==> src/rtl/matmul_sequencer_if.sv <==
// Bus bundle between the matmul sequencer and its surroundings.
//   master : sequencer side (drives RAM addresses, MAC controls, result port)
//   slave  : operand RAMs, MAC unit and result consumer
// Signals:
//   a_addr/b_addr    operand RAM addresses (row-major)
//   a_rdata/b_rdata  operand RAM data, one cycle after the address
//   mac_en/mac_first MAC strobe and "load instead of accumulate"
//   mac_a/mac_b      MAC operands
//   mac_acc          MAC accumulator value
//   result/res_i/res_j/res_valid/res_ready  finished-element handshake
interface matmul_sequencer_if #(
  parameter int DW = 16,
  parameter int AW = 8
);
  logic [AW-1:0]   a_addr, b_addr;
  logic [DW-1:0]   a_rdata, b_rdata;
  logic            mac_en, mac_first;
  logic [DW-1:0]   mac_a, mac_b;
  logic [2*DW-1:0] mac_acc;
  logic [2*DW-1:0] result;
  logic [31:0]     res_i, res_j;
  logic            res_valid, res_ready;

  modport master (
    output a_addr, b_addr, mac_en, mac_first, mac_a, mac_b,
           result, res_i, res_j, res_valid,
    input  a_rdata, b_rdata, mac_acc, res_ready
  );

  modport slave (
    input  a_addr, b_addr, mac_en, mac_first, mac_a, mac_b,
           result, res_i, res_j, res_valid,
    output a_rdata, b_rdata, mac_acc, res_ready
  );
endinterface

==> src/rtl/matmul_sequencer.sv <==
// Control FSM for one (R_A x C_A) * (C_A x C_B) signed matrix product.
// Walks result indices (i,j) and inner index k, issues one A/B address pair
// per cycle, strobes an external MAC one cycle later (RAM latency) and
// presents each finished element on a valid/ready port.
// Ports:
//   clk      clock
//   rst      asynchronous active-low reset
//   start_i  begin a product (sampled only in IDLE)
//   busy_o   high in every state except IDLE
//   done_o   one-cycle pulse after the last element is accepted
//   bus      matmul_sequencer_if.master (RAM, MAC and result signals)
module matmul_sequencer #(
  parameter int R_A = 2,
  parameter int C_A = 4,
  parameter int C_B = 2,
  parameter int DW  = 16,
  parameter int AW  = 8
) (
  input  logic               clk,
  input  logic               rst,
  input  logic               start_i,
  output logic               busy_o,
  output logic               done_o,
  matmul_sequencer_if.master bus
);

  typedef enum logic [2:0] {
    S_IDLE, S_ISSUE, S_DRAIN, S_OUTPUT, S_DONE
  } state_e;

  localparam logic [31:0]   I_LAST = 32'(R_A - 1);
  localparam logic [31:0]   J_LAST = 32'(C_B - 1);
  localparam logic [31:0]   K_LAST = 32'(C_A - 1);
  localparam logic [AW-1:0] CA_W   = AW'(C_A);
  localparam logic [AW-1:0] CB_W   = AW'(C_B);

  state_e      state_q, state_d;
  logic [31:0] i_q, i_d, j_q, j_d, k_q, k_d;
  logic        mac_en_q, mac_first_q;

  always_ff @(posedge clk or negedge rst) begin
    if (!rst) begin
      state_q     <= S_IDLE;
      i_q         <= '0;
      j_q         <= '0;
      k_q         <= '0;
      mac_en_q    <= 1'b0;
      mac_first_q <= 1'b0;
    end else begin
      state_q     <= state_d;
      i_q         <= i_d;
      j_q         <= j_d;
      k_q         <= k_d;
      // RAM data for the pair issued this cycle arrives next cycle, so the
      // MAC strobe is the issue flag delayed by one.
      mac_en_q    <= (state_q == S_ISSUE);
      mac_first_q <= (state_q == S_ISSUE) && (k_q == '0);
    end
  end

  always_comb begin
    state_d = state_q;
    i_d     = i_q;
    j_d     = j_q;
    k_d     = k_q;
    unique case (state_q)
      S_IDLE: begin
        if (start_i) begin
          state_d = S_ISSUE;
          i_d     = '0;
          j_d     = '0;
          k_d     = '0;
        end
      end
      S_ISSUE: begin
        if (k_q < K_LAST) begin
          k_d = k_q + 32'd1;
        end else begin
          k_d     = '0;
          state_d = S_DRAIN;
        end
      end
      // One cycle for the last pair's data to reach the MAC.
      S_DRAIN: state_d = S_OUTPUT;
      S_OUTPUT: begin
        if (bus.res_ready) begin
          if (j_q < J_LAST) begin
            j_d     = j_q + 32'd1;
            state_d = S_ISSUE;
          end else if (i_q < I_LAST) begin
            j_d     = '0;
            i_d     = i_q + 32'd1;
            state_d = S_ISSUE;
          end else begin
            state_d = S_DONE;
          end
        end
      end
      S_DONE: begin
        state_d = S_IDLE;
        i_d     = '0;
        j_d     = '0;
      end
      default: state_d = S_IDLE;
    endcase
  end

  // Unsigned AW-bit address arithmetic; wraps if AW is undersized.
  assign bus.a_addr    = AW'(i_q) * CA_W + AW'(k_q);
  assign bus.b_addr    = AW'(k_q) * CB_W + AW'(j_q);
  assign bus.mac_en    = mac_en_q;
  assign bus.mac_first = mac_first_q;
  assign bus.mac_a     = bus.a_rdata;
  assign bus.mac_b     = bus.b_rdata;

  assign bus.res_valid = (state_q == S_OUTPUT);
  assign bus.result    = (state_q == S_OUTPUT) ? bus.mac_acc : '0;
  assign bus.res_i     = (state_q == S_OUTPUT) ? i_q : '0;
  assign bus.res_j     = (state_q == S_OUTPUT) ? j_q : '0;

  assign busy_o = (state_q != S_IDLE);
  assign done_o = (state_q == S_DONE);

endmodule

==> src/flat_wrapper.sv <==
// flat-port wrapper written by rule: the top's interface ports become plain ports
module matmul_sequencer_flat 
#(
  parameter int R_A = 2,
  parameter int C_A = 4,
  parameter int C_B = 2,
  parameter int DW  = 16,
  parameter int AW  = 8
)
  (clk, rst, start_i, busy_o, done_o, bus_a_addr, bus_b_addr, bus_mac_en, bus_mac_first, bus_mac_a, bus_mac_b, bus_result, bus_res_i, bus_res_j, bus_res_valid, bus_a_rdata, bus_b_rdata, bus_mac_acc, bus_res_ready);
  matmul_sequencer_if #(.DW(DW), .AW(AW)) bus_i ();
  input  logic clk;
  input  logic rst;
  input  logic start_i;
  output logic busy_o;
  output logic done_o;
  output wire logic [$bits(bus_i.a_addr)-1:0] bus_a_addr;
  output wire logic [$bits(bus_i.b_addr)-1:0] bus_b_addr;
  output wire logic [$bits(bus_i.mac_en)-1:0] bus_mac_en;
  output wire logic [$bits(bus_i.mac_first)-1:0] bus_mac_first;
  output wire logic [$bits(bus_i.mac_a)-1:0] bus_mac_a;
  output wire logic [$bits(bus_i.mac_b)-1:0] bus_mac_b;
  output wire logic [$bits(bus_i.result)-1:0] bus_result;
  output wire logic [$bits(bus_i.res_i)-1:0] bus_res_i;
  output wire logic [$bits(bus_i.res_j)-1:0] bus_res_j;
  output wire logic [$bits(bus_i.res_valid)-1:0] bus_res_valid;
  input wire logic [$bits(bus_i.a_rdata)-1:0] bus_a_rdata;
  input wire logic [$bits(bus_i.b_rdata)-1:0] bus_b_rdata;
  input wire logic [$bits(bus_i.mac_acc)-1:0] bus_mac_acc;
  input wire logic [$bits(bus_i.res_ready)-1:0] bus_res_ready;
  assign bus_a_addr = bus_i.a_addr;
  assign bus_b_addr = bus_i.b_addr;
  assign bus_mac_en = bus_i.mac_en;
  assign bus_mac_first = bus_i.mac_first;
  assign bus_mac_a = bus_i.mac_a;
  assign bus_mac_b = bus_i.mac_b;
  assign bus_result = bus_i.result;
  assign bus_res_i = bus_i.res_i;
  assign bus_res_j = bus_i.res_j;
  assign bus_res_valid = bus_i.res_valid;
  assign bus_i.a_rdata = bus_a_rdata;
  assign bus_i.b_rdata = bus_b_rdata;
  assign bus_i.mac_acc = bus_mac_acc;
  assign bus_i.res_ready = bus_res_ready;
  matmul_sequencer #(.R_A(R_A), .C_A(C_A), .C_B(C_B), .DW(DW), .AW(AW)) u_core (.clk(clk), .rst(rst), .start_i(start_i), .busy_o(busy_o), .done_o(done_o), .bus(bus_i));
endmodule
==> config.mk <==
export PLATFORM = sky130hd
export DESIGN_NAME = matmul_sequencer_flat
export DESIGN_NICKNAME = d
export VERILOG_FILES = /design/src/rtl/matmul_sequencer_if.sv /design/src/rtl/matmul_sequencer.sv /design/src/flat_wrapper.sv
export SDC_FILE = /design/constraint.sdc
export NUM_CORES = 1
export LEC_CHECK = 0
export CAP_MARGIN = 20
export CORE_ASPECT_RATIO = 0.8
export CORE_MARGIN = 2
export CORE_UTILIZATION = 35
export DETAILED_ROUTE_END_ITERATION = 8
export HOLD_SLACK_MARGIN = 0.05
export PLACE_DENSITY = 0.71
export SYNTH_ARGS = -nofsm -noshare
export SYNTH_HDL_FRONTEND = slang
export SYNTH_SLANG_ARGS = --single-unit
==> constraint.sdc <==
create_clock -name clk -period 1.85 [get_ports clk]
set_input_delay 0.185 -clock clk [delete_from_list [all_inputs] [get_ports clk]]
set_output_delay 0.185 -clock clk [all_outputs]
set_load 0.005 [all_outputs]
After elaboration in Yosys (flattened, before gate mapping)
Cells that the tools add are included.
{"block": "totals", "regBits": 101, "latch_bits": 0, "ramBits": 0, "rom_bits": 0, "mem_count": 0}
{"block": "op_classes", "addsub": 5, "mul": 0, "n_div": 0, "n_lt_le_gt_ge": 3, "n_eq_ne": 10, "n_shift": 0, "mux": 20, "bitwise_logic": 0, "n_reduce_logical": 10}
{"cell": "$mux W32", "n": 11}
{"cell": "$pmux W32 S3", "n": 2}
{"cell": "$add A32 B1 Y32 const B", "n": 3}
{"cell": "$lt A32 B1 Y1 const B", "n": 2}
{"cell": "$pmux W32 S2", "n": 1}
{"cell": "$logic_not A32 Y1", "n": 1}
{"cell": "$lt A32 B2 Y1 const B", "n": 1}
{"cell": "$add A8 B8 Y8", "n": 2}
{"cell": "$mux W3", "n": 5}
{"cell": "$pmux W3 S4", "n": 1}
{"cell": "$eq A3 B2 Y1 const B", "n": 2}
{"cell": "$ne A2 B2 Y1 const B", "n": 3}
{"cell": "$reduce_bool A3 Y1", "n": 2}
{"cell": "$reduce_and A5 Y1", "n": 1}
{"cell": "$ne A2 B1 Y1 const B", "n": 2}
{"cell": "$reduce_and A4 Y1", "n": 1}
{"cell": "$eq A3 B1 Y1 const B", "n": 1}
{"cell": "$eq A3 B3 Y1 const B", "n": 1}
{"cell": "$logic_not A3 Y1", "n": 1}
{"cell": "$ne A3 B1 Y1 const B", "n": 1}
{"cell": "$reduce_and A3 Y1", "n": 1}
{"cell": "$reduce_and A2 Y1", "n": 1}
{"cell": "$reduce_bool A2 Y1", "n": 1}
{"cell": "$logic_and A1 B1 Y1", "n": 1}

Depth between registers and ports, before layout
{"block": "depth", "word_depth": 5, "ltp_mapped": 10}

Worst setup path after synthesis
OpenSTA, ideal clock, no wires.
{"block": "synth_timing", "path_kind": "register to register", "startpoint": "register u_core.i_q[1]", "endpoint": "register u_core.j_q[9]", "setup_time_ns": 0.121, "arrival_time_ns": 1.804, "t_required_ns": 1.729, "setup_slack_ns": -0.075, "stages_incl_launch_ff": 11, "path_buffers": 2, "synth_period_minus_slack_ns": 1.925, "cell_sequence": "dfrtp_1 > inv_1 > ha_1 > nor4b_2 > nand4_1 > or2_1 > o21ai_2 > and2_4 > buf_6 > buf_6 > nor2_2"}
{"block": "synth_via", "elab_chain_cells": 3}
{"element": "start: declaration", "line_no": "matmul_sequencer.sv:38", "text": "logic [31:0] i_q, i_d, j_q, j_d, k_q, k_d;"}
{"element": "start signal: assignment", "line_no": "matmul_sequencer.sv:51", "text": "i_q <= i_d;"}
{"element": "$lt A32 B1 Y1", "line_no": "matmul_sequencer.sv:90", "text": "end else if (i_q < I_LAST) begin"}
{"element": "$ne A3 B1 Y1 (no source line)"}
{"element": "$reduce_and A4 Y1 (no source line)"}
{"element": "end signal: assignment", "line_no": "matmul_sequencer.sv:52", "text": "j_q <= j_d;"}
{"element": "end: declaration", "line_no": "matmul_sequencer.sv:38"}
No other way between the ends.
A chain may end at the register's enable or synchronous reset.

Final worst setup path
{"block": "layout_timing", "startpoint": "register u_core.state_q[1]", "endpoint": "output bus_res_i[8]"}
{"block": "layout_via", "elab_chain_cells": 2}
{"element": "start: declaration", "line_no": "matmul_sequencer.sv:37", "text": "state_e state_q, state_d;"}
{"element": "start signal: assignment", "line_no": "matmul_sequencer.sv:50", "text": "state_q <= state_d;"}
{"element": "$eq A3 B2 Y1", "line_no": "matmul_sequencer.sv:118", "text": "assign bus.res_i = (state_q == S_OUTPUT) ? i_q : '0;"}
{"element": "$mux W32", "line_no": "matmul_sequencer.sv:118"}
{"element": "end: declaration", "line_no": "flat_wrapper.sv:24", "text": "output wire logic [$bits(bus_i.res_i)-1:0] bus_res_i;"}
No other way between the ends.

==> flow_summary.ini <==
[clocking]
ctsHtreeMaxLevel = 3
clock_sinks = 101
cts_tree = built
cts_buffers = 9
cts_max_path_buffers = 2
clock_latency_ns = 0.36
path_clk_slew_ns = 0.07
root_buffer = clkbuf_16

[global_route]
grt_pass1_vias = 5854
grt_max_degree = 42
antenna_found_initial = 0
grt_overflow_total = 0
grt_pass1_wl_mm = 31.0
track_usage_pct = 22.6

[die]
coreArea_um2 = 15900
die_h_um = 118
die_width_um = 147
rows = 41
io_pins = 217
initial_core_util_pct = 36.0
die_area_um2 = 17400

[synth]
synth_top_family_by_area = simple AND/OR/NAND/NOR gates
synth_area_per_cell_um2 = 9.70
async_flop_share_pct = 100
yosys_most_used_dff = dfrtp_1
seq_area_frac_synth_pct = 44.1
yosysMostFrequentCell = and2_1
syn-num-nets = 678
syn_area_um2 = 5730
synth-simple-area-share_pct = 32.1
yosysTopAreaCell = dfrtp_1
synth_edf_count = 0
synthTopCellsByCount = and2_1 (108), dfrtp_1 (101), nor2_1 (46), buf_4 (39), nor2b_1 (39)
synthAdderAreaFrac_pct = 4.41
synth.area.top_cells = dfrtp_1 (44%), and2_1 (12%), buf_4 (5.1%), nor2b_1 (4.3%), ha_1 (3.7%)
yosys_register_bits = 101
synth_top_area_share_pct = 44.1
synth_xor_area_share_pct = 1.68
synth.distinct_cells = 56
muxShareOfSynthArea_pct = 0.393
synth_compound_area_share_pct = 8.56
syn_inst = 591
synth_warnings = 0

[placement]
dpl_cell_area_um2 = 8180
portBuffers = 152
placed_cells = 1027
place_congestion = 0.847
dp_hpwl_mm = 12.3

[critical_path]
crit_fanout = 4
path_class = flip-flop to primary output
cp.required_ns = 1.66
start_kind = flip-flop
endpoint_kind = primary output
critPathArrivalTime_ns = 2.10

[outcome]
violations = negative setup slack
run_status = complete, but fails checks

[drt]
drtIter0Drc = 310
drc = 0
via_per_inst = 5.03
routedWlPerCell_um = 18.4
ant_nets = 0
num_vias = 5681
dr.pass1.iters = 5
drt_wl_total_mm = 20.8

[layout]
drive_gt1_share_pct = 59.2
syn2layout_area_growth_pct = 82.6
finalNetCount = 996
diodes = 0
fin_area_um2 = 10500
stdcell_count = 1129

[timing]
layout_setup_ws_ns = -0.440
fin_crit_sh_pct = 124
drv_slew = 0
fmax_mhz = 437
rsz0062_at_grt = true
setup_tns_ns = -41.33
fin_crit_ns = 2.29
hold_viol = 0
tightestPinTransition_ns = 0.575
setup_viol = 152
finalClockSkew_ns = 0.0104
slew_headroom_pct = 61.7

[pwr]
irDropWorstVdd_mv = 0.847
p_leak_nw = 5.11
power_density_nw_per_um2 = 1210

[min_path]
hp-class = primary input to primary output

[job]
maxCapViolCount = 0
## cell usage in the layout, fill, tap and decap left out, drive strengths merged, types with 4 or more instances in the layout
cell type	synthesis	layout
clkbuf	12	12
a41oi	7	7
nand3	13	13
nor4	23	23
dfrtp	101	101
clkdlybuf4s50	0	40
or2	4	4
nand2	14	14
and2	109	109
nor3	17	17
inv	23	26
buf	48	322
and3	6	6
a21oi	28	28
a31oi	11	11
xnor2	9	9
nor2b	39	39
ha	17	17
o31a	4	4
nand4	12	12
nor2	54	54
o21ai	6	6
## metrics by stage
stage	utilization, %	power [mW]	setup WS, ns	hold slack (ns)
floorplan	-	4.36	0.000209	-0.111
global placement	51.4	6.47	-0.495	0.210
detailed placement	51.4	6.50	-0.494	0.221
CTS	59.3	11.2	-0.430	0.370
global route	65.8	13.2	-0.513	0.370
finish	65.8	12.7	-0.440	0.370
## report_power, final
group	internal, mW	switching, mW	total (mW)	leakage [nW]
clock	1.21	0.915	2.12	0.159
sequential	2.33	0.104	2.43	1.40
combinational	4.72	3.42	8.14	3.56
total	8.26	4.44	12.7	5.11
## sequential cells by signal, indices dropped and copies added (netlist names)
signal and cells:
u_core.i_q 32, u_core.j_q 32, u_core.state_q 3, u_core.bus.mac_en 1, u_core.k_q 32, u_core.bus.mac_first 1
## cell families after synthesis
kind of cell	count (synthesis)
multiplexers	2
adder cells (fa/ha/maj)	19
buffers and inverters	83
AO/OA/AOI/OAI	70
XOR/XNOR	11
AND/OR/NAND/NOR	305
flip-flops	101
## timing repair
action                     CTS  global route
hold buffers                 1             0
buffers inserted            60            37
hold endpoints to repair    38             0
gates cloned                 9             1
pin swaps                   56            85
gates resized for setup    571           278
setup endpoints to repair  165           164
## layer usage
| metal | routed length (um) | vias to the layer above | track usage (%) | part of all wire (%) |
|---|---|---|---|---|
| met3 | 1730 | 32 | 6.80 | 8.3 |
| li1 | - | 2612 | - | - |
| met4 | 356 | 0 | 5.59 | 1.7 |
| met2 | 10200 | 253 | 36.9 | 49 |
| met5 | 0 | - | 0 | 0 |
| met1 | 8530 | 2784 | 29.3 | 41 |
## layout make-up
class | count | area [um^2]
inverter | 23 | 96.3
clock buffer | 9 | 225
tap | 215 | 269
multi-input combinational | 407 | 3510
fill | 1195 | 5440
clock inverter | 7 | 105
timing repair buffer | 367 | 3730
sequential | 101 | 2530
## final timing paths
kind	from	to	slack (ns)	depth (start not counted)
max	u_core.state_q[1]$_DFFE_PN0P_	bus_res_i[8]	-0.44	12
max in group asynchronous	rst	u_core.i_q[0]$_DFFE_PN0P_	0.84	3
min reg2reg	u_core.k_q[9]$_DFFE_PN0P_	u_core.k_q[9]$_DFFE_PN0P_	0.52	1
min in group asynchronous	rst	u_core.k_q[16]$_DFFE_PN0P_	0.39	2
max reg2reg	u_core.j_q[1]$_DFFE_PN0P_	u_core.j_q[10]$_DFFE_PN0P_	-0.39	11
min	bus_a_rdata[0]	bus_mac_a[0]	0.37	0
## critical path: stages, from the launching register on
cell and delay (ns):
dfrtp_1 0.42, buf_6 0.14, nand2b_4 0.06, or2_4 0.15, inv_8 0.05, buf_12 0.12
buf_12 0.13, buf_16 0.13, buf_6 0.11, buf_6 0.11, buf_6 0.10, and2_4 0.13
buf_6 0.10
(Power assumes the default switching activity.)
